[config.mk]
export PLATFORM = sky130hd
export DESIGN_NAME = cpu_nic
export DESIGN_NICKNAME = d
export VERILOG_FILES = /design/src/rtl/cpu_nic.sv
export SDC_FILE = /design/constraint.sdc
export NUM_CORES = 1
export LEC_CHECK = 0
export BUFFER_PORTS_ARGS = -buffer_cell sky130_fd_sc_hd__buf_2
export CELL_PAD_IN_SITES_DETAIL_PLACEMENT = 2
export CELL_PAD_IN_SITES_GLOBAL_PLACEMENT = 2
export CORE_ASPECT_RATIO = 0.7
export CORE_UTILIZATION = 38
export CTS_CLUSTER_SIZE = 28
export DETAILED_ROUTE_END_ITERATION = 7
export GPL_ROUTABILITY_DRIVEN = 1
export GPL_TIMING_DRIVEN = 0
export PLACE_DENSITY_LB_ADDON = 0.3
export SKIP_LAST_GASP = 1
export SYNTH_ARGS = -nofsm -noshare
export SYNTH_HDL_FRONTEND = slang
export SYNTH_SLANG_ARGS = --single-unit
[constraint.sdc]
create_clock -name clk -period 7.8 [get_ports clk]
set_clock_uncertainty 0.1 [all_clocks]
set_input_delay 1.17 -clock clk [delete_from_list [all_inputs] [get_ports clk]]
set_output_delay 1.17 -clock clk [all_outputs]
set_load 0.05 [all_outputs]
[src/rtl/cpu_nic.sv]
// rtl/cpu_nic.sv - memory-mapped NIC bridging the CPU load/store port to a mesh router local port
// Output FIFO drains CPU stores to the router; input FIFO buffers router packets for CPU loads.
module cpu_nic #(
  parameter int DATA_W    = 64,
  parameter int OUT_DEPTH = 2,
  parameter int IN_DEPTH  = 2
) (
  input  logic              clk,
  input  logic              reset,
  input  logic              nicEn,
  input  logic              nicWrEn,
  input  logic [0:1]        addr,
  input  logic [0:DATA_W-1] d_in,
  output logic [0:DATA_W-1] d_out,
  output logic              net_so,
  input  logic              net_ro,
  output logic [0:DATA_W-1] net_do,
  input  logic              net_si,
  output logic              net_ri,
  input  logic [0:DATA_W-1] net_di
);

  localparam int OPW = $clog2(OUT_DEPTH);
  localparam int OCW = OPW + 1;
  localparam int IPW = $clog2(IN_DEPTH);
  localparam int ICW = IPW + 1;

  typedef enum logic [1:0] {
    A_IN_BUF   = 2'b00,
    A_IN_STAT  = 2'b01,
    A_OUT_BUF  = 2'b10,
    A_OUT_STAT = 2'b11
  } reg_sel_e;

  logic [0:DATA_W-1] out_mem [OUT_DEPTH];
  logic [0:DATA_W-1] in_mem  [IN_DEPTH];

  logic [OPW-1:0] out_wr_ptr, out_rd_ptr;
  logic [OCW-1:0] out_count, out_count_nxt;
  logic [IPW-1:0] in_wr_ptr, in_rd_ptr;
  logic [ICW-1:0] in_count, in_count_nxt;

  logic out_full, out_empty, out_push, out_pop;
  logic in_full, in_empty, in_push, in_pop;
  logic cpu_load;
  reg_sel_e sel;
  logic [0:DATA_W-1] in_stat, out_stat, load_data;

  assign sel       = reg_sel_e'(addr);
  assign cpu_load  = nicEn && !nicWrEn;

  assign out_full  = (out_count == OCW'(OUT_DEPTH));
  assign out_empty = (out_count == '0);
  assign in_full   = (in_count == ICW'(IN_DEPTH));
  assign in_empty  = (in_count == '0);

  // Full-FIFO stores are judged on pre-edge state, even if the router pops this edge.
  assign out_push  = nicEn && nicWrEn && (sel == A_OUT_BUF) && !out_full;
  assign out_pop   = net_so && net_ro;
  assign in_push   = net_si && net_ri;
  assign in_pop    = cpu_load && (sel == A_IN_BUF) && !in_empty;

  assign net_so    = !out_empty;
  assign net_do    = out_mem[out_rd_ptr];

  always_comb begin
    out_count_nxt = out_count;
    case ({out_push, out_pop})
      2'b10:   out_count_nxt = out_count + OCW'(1);
      2'b01:   out_count_nxt = out_count - OCW'(1);
      default: out_count_nxt = out_count;
    endcase
  end

  always_comb begin
    in_count_nxt = in_count;
    case ({in_push, in_pop})
      2'b10:   in_count_nxt = in_count + ICW'(1);
      2'b01:   in_count_nxt = in_count - ICW'(1);
      default: in_count_nxt = in_count;
    endcase
  end

  // Bit 63 is the LSB of the word; the count field occupies bits 48..55 with its MSB at 48.
  always_comb begin
    in_stat         = '0;
    in_stat[48:55]  = 8'(in_count);
    in_stat[62]     = in_full;
    in_stat[63]     = !in_empty;
    out_stat        = '0;
    out_stat[48:55] = 8'(out_count);
    out_stat[62]    = out_empty;
    out_stat[63]    = out_full;
  end

  always_comb begin
    load_data = '0;
    case (sel)
      A_IN_BUF:   load_data = in_empty ? '0 : in_mem[in_rd_ptr];
      A_IN_STAT:  load_data = in_stat;
      A_OUT_BUF:  load_data = '0;
      A_OUT_STAT: load_data = out_stat;
      default:    load_data = '0;
    endcase
  end

  always_ff @(posedge clk) begin
    if (reset && out_push) out_mem[out_wr_ptr] <= d_in;
    if (reset && in_push)  in_mem[in_wr_ptr]   <= net_di;
  end

  // A reset edge completes no handshake: every pointer and count is cleared instead.
  always_ff @(posedge clk) begin
    if (!reset) begin
      out_wr_ptr <= '0;
      out_rd_ptr <= '0;
      out_count  <= '0;
      in_wr_ptr  <= '0;
      in_rd_ptr  <= '0;
      in_count   <= '0;
      d_out      <= '0;
      net_ri     <= 1'b0;
    end else begin
      if (out_push) out_wr_ptr <= out_wr_ptr + OPW'(1);
      if (out_pop)  out_rd_ptr <= out_rd_ptr + OPW'(1);
      if (in_push)  in_wr_ptr  <= in_wr_ptr + IPW'(1);
      if (in_pop)   in_rd_ptr  <= in_rd_ptr + IPW'(1);
      out_count <= out_count_nxt;
      in_count  <= in_count_nxt;
      if (cpu_load) d_out <= load_data;
      net_ri <= (in_count_nxt != ICW'(IN_DEPTH));
    end
  end

endmodule

* Word-level counts from Yosys, hierarchy flattened
Memories as Yosys holds them, arrays and structs flattened. A register that Yosys moved wholly into a read port is not among the register bits.
Index checks and enable logic that the tools add are counted.
** Storage, ports and cells
- Register bits :: 73
- Bits in writable memories :: 256
- Bits of input ports :: 136
- Output and inout port bits :: 130
- Logic and storage cells :: 58
- Memories :: 2
** Memory list
- in_mem :: words 2, bits a word 64, rd ports 1, clocked after memory_dff 1, write ports 1, RTL line 36 : logic [0:DATA_W-1] in_mem [IN_DEPTH];
- out_mem :: words 2, bits a word 64, rd ports 1, clocked after memory_dff 1, write ports 1, RTL line 35 : logic [0:DATA_W-1] out_mem [OUT_DEPTH];
** Operators by class
- Add/subtract/negate cells :: 8
- Equal/unequal tests :: 10
- Muxes and demuxes :: 12
- Reductions and logical operators :: 18
** Operators by type and width (number)
- $pmux 64 s4 :: 1
- $mux 64 :: 1
- $eq 2x2->1 const B :: 6
- $logic_and 1x1->1 :: 10
- $mux 1 :: 8
- $pmux 2 s2 :: 2
- $eq 2x1->1 const B :: 3
- $logic_not 2->1 :: 3
- $add 1x1->1 const B :: 4
- $add 2x1->2 const B :: 2
- $logic_not 1->1 :: 4
- $sub 2x1->2 const B :: 2
- $ne 2x2->1 const B :: 1
- $reduce_bool 2->1 :: 1

* Logic depth before layout (Yosys ltp)
Gate-level depths: netlist (run 1).
- Depth in word-level cells :: 7
- Mapped depth :: 9
- Depth with buffers taken out :: 6

* Worst setup path before layout (run 1)
No wires, ideal clock.
- Kind :: input to register
- From :: input port addr[0] in the netlist's numbering
- To :: memory out_mem[0][0] in the netlist's numbering, enable pin
- Setup time :: 0.565 ns
- Data arrival time :: 6.045 ns
- Setup slack :: 1.090 ns
- Cell stages on the path :: 4
- Buffers on the path :: 1
- Cell sequence :: buf_6 -> nand4b_1 -> or2_2 -> nor3_1
** On the way
- Cells in the longest elaborated chain, start to end :: 6
** Ends and longest elaborated chain
- from (decl) :: RTL line 12 : input logic [0:1] addr,
- $eq 2x2->1 :: RTL line 58 : assign out_push = nicEn && nicWrEn && (sel == A_OUT_BUF) && !out_full;
- $logic_and 1x1->1 (2 in series) :: RTL line 58
- $logic_and 1x1->1 :: RTL line 108 : if (reset && out_push) out_mem[out_wr_ptr] <= d_in;
- $mux 1 :: RTL line 108
- $mux 1 (implied by the code) :: RTL line 108
- to (decl) :: RTL line 35
No other way between the ends.

==> results.sh, run 1 <==
export IMPL_root_buffer="clkbuf_16"
export IMPL_synth_fa_ha_area_frac=0.00205
export IMPL_cts_resized=0
export IMPL_power_internal_uw=2930
export IMPL_min_period_ps=3750
export IMPL_end_kind="output pin"
export IMPL_vias=7661
export IMPL_worstSkewPairLatency_ps=510
export IMPL_io_buffers=264
export IMPL_nNetsFinal=1226
export IMPL_grt_antenna_before_repair=2
export IMPL_outcome="finished clean"
export IMPL_synthCells=759
export IMPL_seq_area_frac_synth=0.751
export IMPL_setup_viol=0
export IMPL_cts_tree="built"
export IMPL_drt_iter0_markers=323
export IMPL_gp_congestion=0.735
export IMPL_cts_htree_levels=2
export IMPL_dieArea_um2=32900
export IMPL_ys_ff_latch=331
export IMPL_syn_nets=897
export IMPL_holdBufCountCts=0
export IMPL_fp_coreArea_um2=31400
export IMPL_dpl_hpwl_mm=24.8
export IMPL_pwr_share_seq=0.511
export IMPL_maxCapViolations=0
export IMPL_clock_sinks=331
export IMPL_drtPass1Iterations=4
export IMPL_wl_per_cell_um=22.0
export IMPL_yosysWarningCount=0
export IMPL_period_share=0.481
export IMPL_p_sw_frac=0.228
export IMPL_slew_violations=0
export IMPL_vdd_drop_max_mv=0.224
export IMPL_synthesis_area_um2=12200
export IMPL_grt_pass1_vias=8572
export IMPL_holdCritPathClass="reg -> reg"
export IMPL_cts_max_path_buffers=3
export IMPL_final_hold_violation_count=0
export IMPL_regToRegStartpoint="out_count[0]$_SDFFE_PN0P_"
export IMPL_post_cts_buffers=0
export IMPL_ioPinCount=266
export IMPL_drc=0
export IMPL_p_comb_frac=0.080
export IMPL_syn_avg_cell_area_um2=16.1
export IMPL_power_density_nw_per_um2=245
export IMPL_mostFrequentLayoutCell="buf_2"
export IMPL_rows=54
export IMPL_finalWirelength_mm=33.8
export IMPL_start_kind="register"
export IMPL_tns_ps=0
export IMPL_synth_compound_area_share=0.0371
export IMPL_start_util=0.389
export IMPL_drive_gt1_frac=0.391
export IMPL_synth_xor_area_frac=0.00429
export IMPL_die_w_um=216
export IMPL_p_sw_uw=864
export IMPL_path_clk_slew_ps=60
export IMPL_p_leak_uw=0.00551
export IMPL_worstPathRequired_ps=6530
export IMPL_min_delay_start="d_out[37]$_SDFFE_PN0N_"
export IMPL_synth_area_top_cells="edfxtp_1 (63%), dfxtp_1 (12%), mux2_2 (6.0%)"
export IMPL_critPathKind="reg -> out"
export IMPL_arrival_ps=2480
export IMPL_grt_overflow=0
export IMPL_area_growth_syn_to_layout_pct=26.5
export IMPL_grt_use_total=0.207
export IMPL_grt_max_degree=14
export IMPL_final_area_um2=15500
export IMPL_place_area_um2=14400
export IMPL_synth_distinct_cells=34
export IMPL_tightestPinTransition_ps=761
export IMPL_cts_made_buffers=35
export IMPL_synth_mux_area_frac=0.113
export IMPL_timing_fmax_mhz=267
export IMPL_grt_pass1_wl_mm=51.7
export IMPL_rsz0062_at_grt="no"
export IMPL_crit_fanout=10
export IMPL_yosysTopAreaCell="edfxtp_1"
export IMPL_clkPwrFrac=0.410
export IMPL_viasPerCell=5.00
export IMPL_die_y_um=152
export IMPL_slew_headroom=0.490
export IMPL_ant_nets=0
export IMPL_synth_top_area_share=0.628
export IMPL_synth_top_family_by_area="multiplexers"
export IMPL_synthSimpleGateAreaFrac=0.0694
export IMPL_most_common_layout_cells="buf_2 (280), edfxtp_1 (256), dfxtp_1 (75)"
-- cells by family after synthesis --
logic type      count (synthesis)
xor+xnor                        6
flops                         331
compound gates                 84
mux                           130
buf+inv                        57
simple gates                  149
fa+ha+maj                       2
-- routing by layer --
layer  track usage  routed length (µm)
met1         0.267               14500
met3        0.0349                1150
met4        0.0567                 758
met2         0.359               17400
met5             0                   0
-- stage by stage --
step	hold slack (ps)	total power (µW)	setup slack, ps	cells	util
floorplan	363	2160	1090	759	-
global placement	337	2260	-2240	1443	0.448
detailed placement	346	2280	4010	1471	0.459
CTS	353	3850	3950	1531	0.493
global route	377	3940	3840	1533	0.493
finish	347	3790	4050	1533	0.493
-- state kept, by name, indices dropped and copies added, names as in the netlist, named ones only --
signal / cells
out_rd_ptr: 1
in_mem: 128
out_mem: 128
in_count: 2
d_out: 64
in_wr_ptr: 1
out_wr_ptr: 1
net_ri: 1
in_rd_ptr: 1
out_count: 2
-- power groups by stage --
stage | clock network, µW | registers, µW | logic, µW
2_1_floorplan | 0 | 1990 | 173
3_3_place_gp | 0 | 1980 | 286
3_5_place_dp | 0 | 1970 | 306
4_1_cts | 1600 | 1940 | 308
5_1_grt | 1670 | 1940 | 323
6_report | 1550 | 1940 | 303
-- worst paths after layout --
path,to,slack [ps],cells past startpoint
worst max register to register,out_mem[1][31]$_DFFE_PP_,5040,8
worst max-delay path,net_do[60],4050,4
worst min register to register,d_out[37]$_SDFFE_PN0N_,350,2
worst min-delay path,d_out[37]$_SDFFE_PN0N_,350,2
-- final cells by class --
class | count | area, µm²
clock inverters | 6 | 27.5
fillers | 2984 | 15900
multi-input cells | 371 | 2780
plain buffers | 53 | 268
repair buffers | 292 | 1640
inverters | 4 | 15.0
diodes | 2 | 5.00
well taps | 420 | 526
flip-flops and latches | 331 | 9190
clock buffers | 54 | 1030
-- critical path, stage by stage, from the launching register on --
cell,delay (ps)
dfxtp_1,330
clkbuf_1,460
clkbuf_1,540
mux2_2,420
buf_2,220
-- cell usage after synthesis --
| cell type | count |
|---|---|
| xnor2_1 | 4 |
| nand2b_1 | 1 |
| a31oi_1 | 2 |
| or3_1 | 4 |
| o21bai_4 | 1 |
| or4_1 | 63 |
| buf_2 | 16 |
| a21oi_1 | 68 |
| nor3_1 | 5 |
| buf_4 | 3 |
| edfxtp_1 | 256 |
| mux2_2 | 65 |
| a2bb2oi_1 | 2 |
| nor2_1 | 5 |
| o21a_1 | 1 |
| ha_1 | 2 |
| nand4b_1 | 1 |
| nand2_1 | 61 |
| or2_2 | 2 |
| xor2_1 | 2 |
| a211oi_1 | 1 |
| dfxtp_1 | 75 |
| nor3b_1 | 2 |
| inv_1 | 3 |
| o31ai_1 | 1 |
| buf_6 | 5 |
| nor2b_1 | 2 |
| nor4b_1 | 1 |
| inv_2 | 1 |
| o21bai_1 | 1 |
| clkbuf_1 | 29 |
| mux2i_1 | 65 |
| o21ai_0 | 7 |
| nand3b_1 | 2 |
Power figures use the tool's default switching activity.
==> run 2: changes to the inputs <==
==> constraint.sdc (replaced) <==
create_clock -name clk -period 3.5 [get_ports clk]
set_clock_uncertainty 0.1 [all_clocks]
set_input_delay 0.525 -clock clk [delete_from_list [all_inputs] [get_ports clk]]
set_output_delay 0.525 -clock clk [all_outputs]
set_load 0.05 [all_outputs]
==> run 2 against run 1 <==
Count of clock-buffer cells in the layout shrank 3. Sequential power grew 120%. Die area is the same. Critical path type unchanged. Critical endpoint is now net_do[32]. Largest power group unchanged.
==> results.sh, run 2 (same netlist as run 1, synthesis figures left out) <==
export IMPL_grt_max_degree=19
export IMPL_grt_pass1_vias=8711
export IMPL_viasPerCell=5.08
export IMPL_area_growth_syn_to_layout_pct=27.7
export IMPL_grt_use_total=0.216
export IMPL_grt_pass1_wl_mm=53.4
export IMPL_maxCapViolations=0
export IMPL_rsz0062_at_grt="no"
export IMPL_timing_fmax_mhz=308
export IMPL_cts_htree_levels=2
export IMPL_holdCritPathClass="in -> reg"
export IMPL_cts_made_buffers=35
export IMPL_start_kind="register"
export IMPL_totalPowerFinal_uw=8680
export IMPL_die_w_um=216
export IMPL_gr_usage_met3=0.0507
export IMPL_placed_cells=1459
export IMPL_vias=7769
export IMPL_dpl_hpwl_mm=25.0
export IMPL_outcome="finished clean"
export IMPL_fp_coreArea_um2=31400
export IMPL_use_met2=0.373
export IMPL_period_share=0.927
export IMPL_crit_fanout=10
export IMPL_ant_nets=0
export IMPL_slew_headroom=0.349
export IMPL_most_common_layout_cells="buf_2 (280), edfxtp_1 (256), dfxtp_1 (75)"
export IMPL_mostFrequentLayoutCell="buf_2"
export IMPL_post_cts_buffers=0
export IMPL_gp_congestion=0.743
export IMPL_drt_iter0_markers=311
export IMPL_drtPass1Iterations=4
export IMPL_worstSkewPairLatency_ps=520
export IMPL_drc=0
export IMPL_tns_ps=0
export IMPL_slew_violations=0
export IMPL_io_buffers=264
export IMPL_cts_resized=0
export IMPL_path_clk_slew_ps=60
export IMPL_wl_per_cell_um=23.3
export IMPL_power_density_nw_per_um2=556
export IMPL_finalWirelength_mm=35.5
export IMPL_reg_top3="in_mem (128), out_mem (128), d_out (64)"
export IMPL_setup_viol=0
export IMPL_busiest_layer="met2"
export IMPL_ioPinCount=266
export IMPL_use_met1=0.272
export IMPL_grt_overflow=0
export IMPL_tightestPinTransition_ps=976
export IMPL_critPathKind="reg -> out"
export IMPL_end_kind="output pin"
export IMPL_holdBufCountCts=0
export IMPL_die_y_um=152
export IMPL_grt_antenna_before_repair=12
export IMPL_vdd_drop_max_mv=0.336
export IMPL_drive_gt1_frac=0.390
export IMPL_root_buffer="clkbuf_16"
export IMPL_dieArea_um2=32900
export IMPL_cts_tree="built"
export IMPL_rows=54
export IMPL_fin_cells=1528
export IMPL_start_util=0.389
export IMPL_cts_max_path_buffers=3
export IMPL_arrival_ps=2620
export IMPL_clock_sinks=331
export IMPL_nNetsFinal=1214
export IMPL_final_hold_violation_count=0
export IMPL_min_period_ps=3240
export IMPL_worstPathRequired_ps=2870
export IMPL_p_leak_uw=0.00554
[run 2: cell count changes in the layout (fill, tap and decap cells not counted), sizes merged]
cell,before,now
buf,316,304
clkinv,6,10
diode,2,6
clkbuf,83,80
bufinv,0,1
clkinvlp,0,1
[run 2: per-stage QoR]
| stage | worst slack [ps] | hold WS (ps) | area, µm² | utilization |
|---|---|---|---|---|
| after detailed placement | 292 | 349 | 14500 | 0.460 |
| after floorplan | -606 | 363 | 12300 | - |
| final | 257 | 91.4 | 15600 | 0.497 |
| after global placement | -2470 | 337 | 14100 | 0.449 |
| after CTS | 163 | 67.6 | 15600 | 0.497 |
| after global routing | 76.2 | 70.4 | 15600 | 0.497 |
[run 2: power by group]
group | switching, µW | total [µW] | internal [µW] | leakage, µW
sequential | 21.6 | 4320 | 4290 | 0.00292
combinational | 471 | 689 | 217 | 0.00206
clock | 1500 | 3680 | 2180 | 0.000566
total | 2000 | 8680 | 6690 | 0.00554
[run 2: per-layer routing]
layer | vias to the layer above | wire [µm] | part of all wire
li1 | 3553 | - | -
met1 | 3977 | 14800 | 0.42
met2 | 175 | 18200 | 0.51
met3 | 56 | 1900 | 0.054
met4 | 8 | 603 | 0.017
met5 | - | 57 | 0.0016
[run 2: final cells by class]
| cell class | instances | area (µm²) |
|---|---|---|
| sequential | 331 | 9190 |
| timing repair buffer | 280 | 1660 |
| antenna | 6 | 15.0 |
| fill | 3010 | 15800 |
| clock inverter | 12 | 83.8 |
| clock buffer | 51 | 1060 |
| inverter | 4 | 15.0 |
| buffer | 53 | 268 |
| multi-input combinational | 371 | 2810 |
| tap | 420 | 526 |
[run 2: worst max-delay path: stages (launching register included)]
cell	delay (ps)
dfxtp_1	300
clkbuf_1	560
clkbuf_1	600
mux2_2	420
buf_2	220
[run 2: path summary, 6_finish.rpt]
path	end	start	cells past startpoint	slack, ps
setup / recovery	net_do[32]	register	4	260
setup reg to reg	out_mem[1][41]$_DFFE_PP_	out_count[0]$_SDFFE_PN0P_	6	920
hold reg to reg	d_out[18]$_SDFFE_PN0N_	d_out[18]$_SDFFE_PN0N_	2	360
hold / removal	in_mem[1][59]$_DFFE_PP_	net_di[4]	1	90
==> run 3: changes to the inputs <==
--- a/config.mk
+++ b/config.mk
@@ -9,7 +9,8 @@
 export CELL_PAD_IN_SITES_DETAIL_PLACEMENT = 2
 export CELL_PAD_IN_SITES_GLOBAL_PLACEMENT = 2
 export CORE_ASPECT_RATIO = 0.7
-export CORE_UTILIZATION = 38
+export CORE_UTILIZATION = 39
+export CTS_BUF_LIST = sky130_fd_sc_hd__clkbuf_2 sky130_fd_sc_hd__clkbuf_4 sky130_fd_sc_hd__clkbuf_8
 export CTS_CLUSTER_SIZE = 28
 export DETAILED_ROUTE_END_ITERATION = 7
 export GPL_ROUTABILITY_DRIVEN = 1
==> run 3 against run 2 <==
Critical path depth stayed put. Global-route usage is 3.6 points higher. Final cell count is 7.9% higher. Maximum frequency is 0.99% lower. Non-clock buffer count is 101 higher. Total power is 2.9% lower. Count of clock-buffer cells in the layout is 22 higher. Clock power is 10% lower. Die area is 2.5% lower. Setup slack worse by 32 ps. Utilization is 4.5 points higher. Register-to-register slack worse by 160 ps.
==> results.sh, run 3 (same netlist as run 1, synthesis figures left out) <==
export IMPL_outcome="finished clean"
export IMPL_dieArea_um2=32100
export IMPL_grt_antenna_before_repair=1
export IMPL_path_clk_slew_ps=90
export IMPL_final_hold_violation_count=0
export IMPL_fp_coreArea_um2=30400
export IMPL_cts_max_path_buffers=3
export IMPL_maxCapViolations=0
export IMPL_reg2reg_slack_ps=760
export IMPL_reg2reg_depth=6
export IMPL_worstSkewPairLatency_ps=590
export IMPL_min_period_ps=3280
export IMPL_setup_viol=0
export IMPL_most_common_layout_cells="buf_2 (280), edfxtp_1 (256), dlygate4sd3_1 (103)"
export IMPL_start_kind="register"
export IMPL_worstReg2RegEnd="out_mem[0][52]$_DFFE_PP_"
export IMPL_dpl_hpwl_mm=25.5
export IMPL_grt_pass1_wl_mm=59.3
export IMPL_critPathKind="reg -> out"
export IMPL_period_share=0.936
export IMPL_drc=0
export IMPL_vias=8309
export IMPL_vdd_drop_max_mv=0.334
export IMPL_slew_violations=0
export IMPL_holdCritPathClass="in -> reg"
export IMPL_regToRegStartpoint="out_count[0]$_SDFFE_PN0P_"
export IMPL_worstPathRequired_ps=2870
export IMPL_start_util=0.402
export IMPL_arrival_ps=2650
export IMPL_rsz0062_at_grt="no"
export IMPL_nNetsFinal=1331
export IMPL_area_growth_syn_to_layout_pct=34.9
export IMPL_end_kind="output pin"
export IMPL_cts_tree="built"
export IMPL_ant_nets=0
export IMPL_ioPinCount=266
export IMPL_viasPerCell=5.04
export IMPL_p_leak_uw=0.00594
export IMPL_drtPass1Iterations=4
export IMPL_gp_congestion=0.729
export IMPL_grt_use_total=0.252
export IMPL_reg_top3="in_mem (128), out_mem (128), d_out (64)"
export IMPL_diodes=0
export IMPL_slew_headroom=0.358
export IMPL_finish_utilization=0.542
export IMPL_timing_fmax_mhz=305
export IMPL_grt_max_degree=19
export IMPL_wl_per_cell_um=24.3
export IMPL_clock_sinks=331
export IMPL_drive_gt1_frac=0.369
export IMPL_mostFrequentLayoutCell="buf_2"
export IMPL_cts_made_buffers=51
export IMPL_grt_pass1_vias=9581
export IMPL_die_y_um=150
export IMPL_grt_overflow=0
export IMPL_power_density_nw_per_um2=511
export IMPL_tightestPinTransition_ps=960
export IMPL_die_w_um=214
export IMPL_root_buffer="clkbuf_8"
export IMPL_final_area_um2=16500
export IMPL_io_buffers=264
export IMPL_drt_iter0_markers=376
export IMPL_cts_htree_levels=2
export IMPL_crit_fanout=10
export IMPL_finalWirelength_mm=40.1
export IMPL_rows=53
export IMPL_post_cts_buffers=0
export IMPL_place_area_um2=14500
export IMPL_critPathCapture="net_do[42]"
==> run 3: changes by cell type in the layout (fill, tap and decap cells not counted), sizes merged <==
cell	change
diode	-6
clkinv	+11
inv	+1
clkbuf	+22
dlygate4sd3	+103
bufinv	-1
buf	-2
==> run 3: final cells by class <==
| type | count | area (µm²) |
|---|---|---|
| fill | 2808 | 13900 |
| timing repair buffer | 381 | 2690 |
| clock buffer | 73 | 917 |
| clock inverter | 23 | 101 |
| buffer | 53 | 269 |
| sequential | 331 | 9190 |
| inverter | 4 | 15.0 |
| multi-input combinational | 371 | 2810 |
| tap | 412 | 515 |
==> run 3: worst max-delay path, cell delays in order (launching register included) <==
cell and delay [ps]:
dfxtp_1 340, clkbuf_1 520, clkbuf_1 570, mux2_2 420
buf_2 220
==> run 3: timing repair <==
| action | in CTS | in global routing |
|---|---|---|
| resized for setup | 0 | 2 |
| hold endpoints to repair | 197 | 2 |
| hold buffers | 102 | 1 |
| endpoints found under the setup margin | 0 | 1 |
==> run 3: power by group <==
group | switching, µW | leakage, µW | internal, µW
clock | 1620 | 0.000538 | 1690
sequential | 23.3 | 0.00292 | 4290
combinational | 503 | 0.00248 | 295
==> run 3: per-layer routing <==
metal  routed length [µm]  vias up  share of wire  track usage
li1                     -     3799              -            -
met1                16000     4221           0.40        0.300
met2                21400      200           0.53        0.460
met3                 1540       87          0.039       0.0471
met4                 1110        2          0.028       0.0814
met5                   12        -        0.00030            0
==> run 3: how the worst min path moves through the flow <==
| stage | endpoint | cells past startpoint | from |
|---|---|---|---|
| floorplan | register | 2 | in_rd_ptr$_SDFFE_PN0P_ |
| global placement | d_out[25]$_SDFFE_PN0N_ | 2 | d_out[25]$_SDFFE_PN0N_ |
| detailed placement | d_out[37]$_SDFFE_PN0N_ | 2 | d_out[37]$_SDFFE_PN0N_ |
| CTS | out_mem[0][38]$_DFFE_PP_ | 1 | d_in[25] |
| global route | out_mem[0][41]$_DFFE_PP_ | 1 | d_in[22] |
| finish | out_mem[0][41]$_DFFE_PP_ | 1 | d_in[22] |
==> run 3: metrics by stage <==
step           power, µW  setup slack [ps]  cells  hold WS [ps]  setup TNS, ps
2_1_floorplan       4810              -606    759           363         -77570
3_3_place_gp        5040             -2400   1435           337        -410110
3_5_place_dp        5090               351   1449           347              0
4_1_cts             8430               169   1647         0.930              0
5_1_grt             8720              72.2   1648          1.43              0
6_report            8430               225   1648          37.5              0
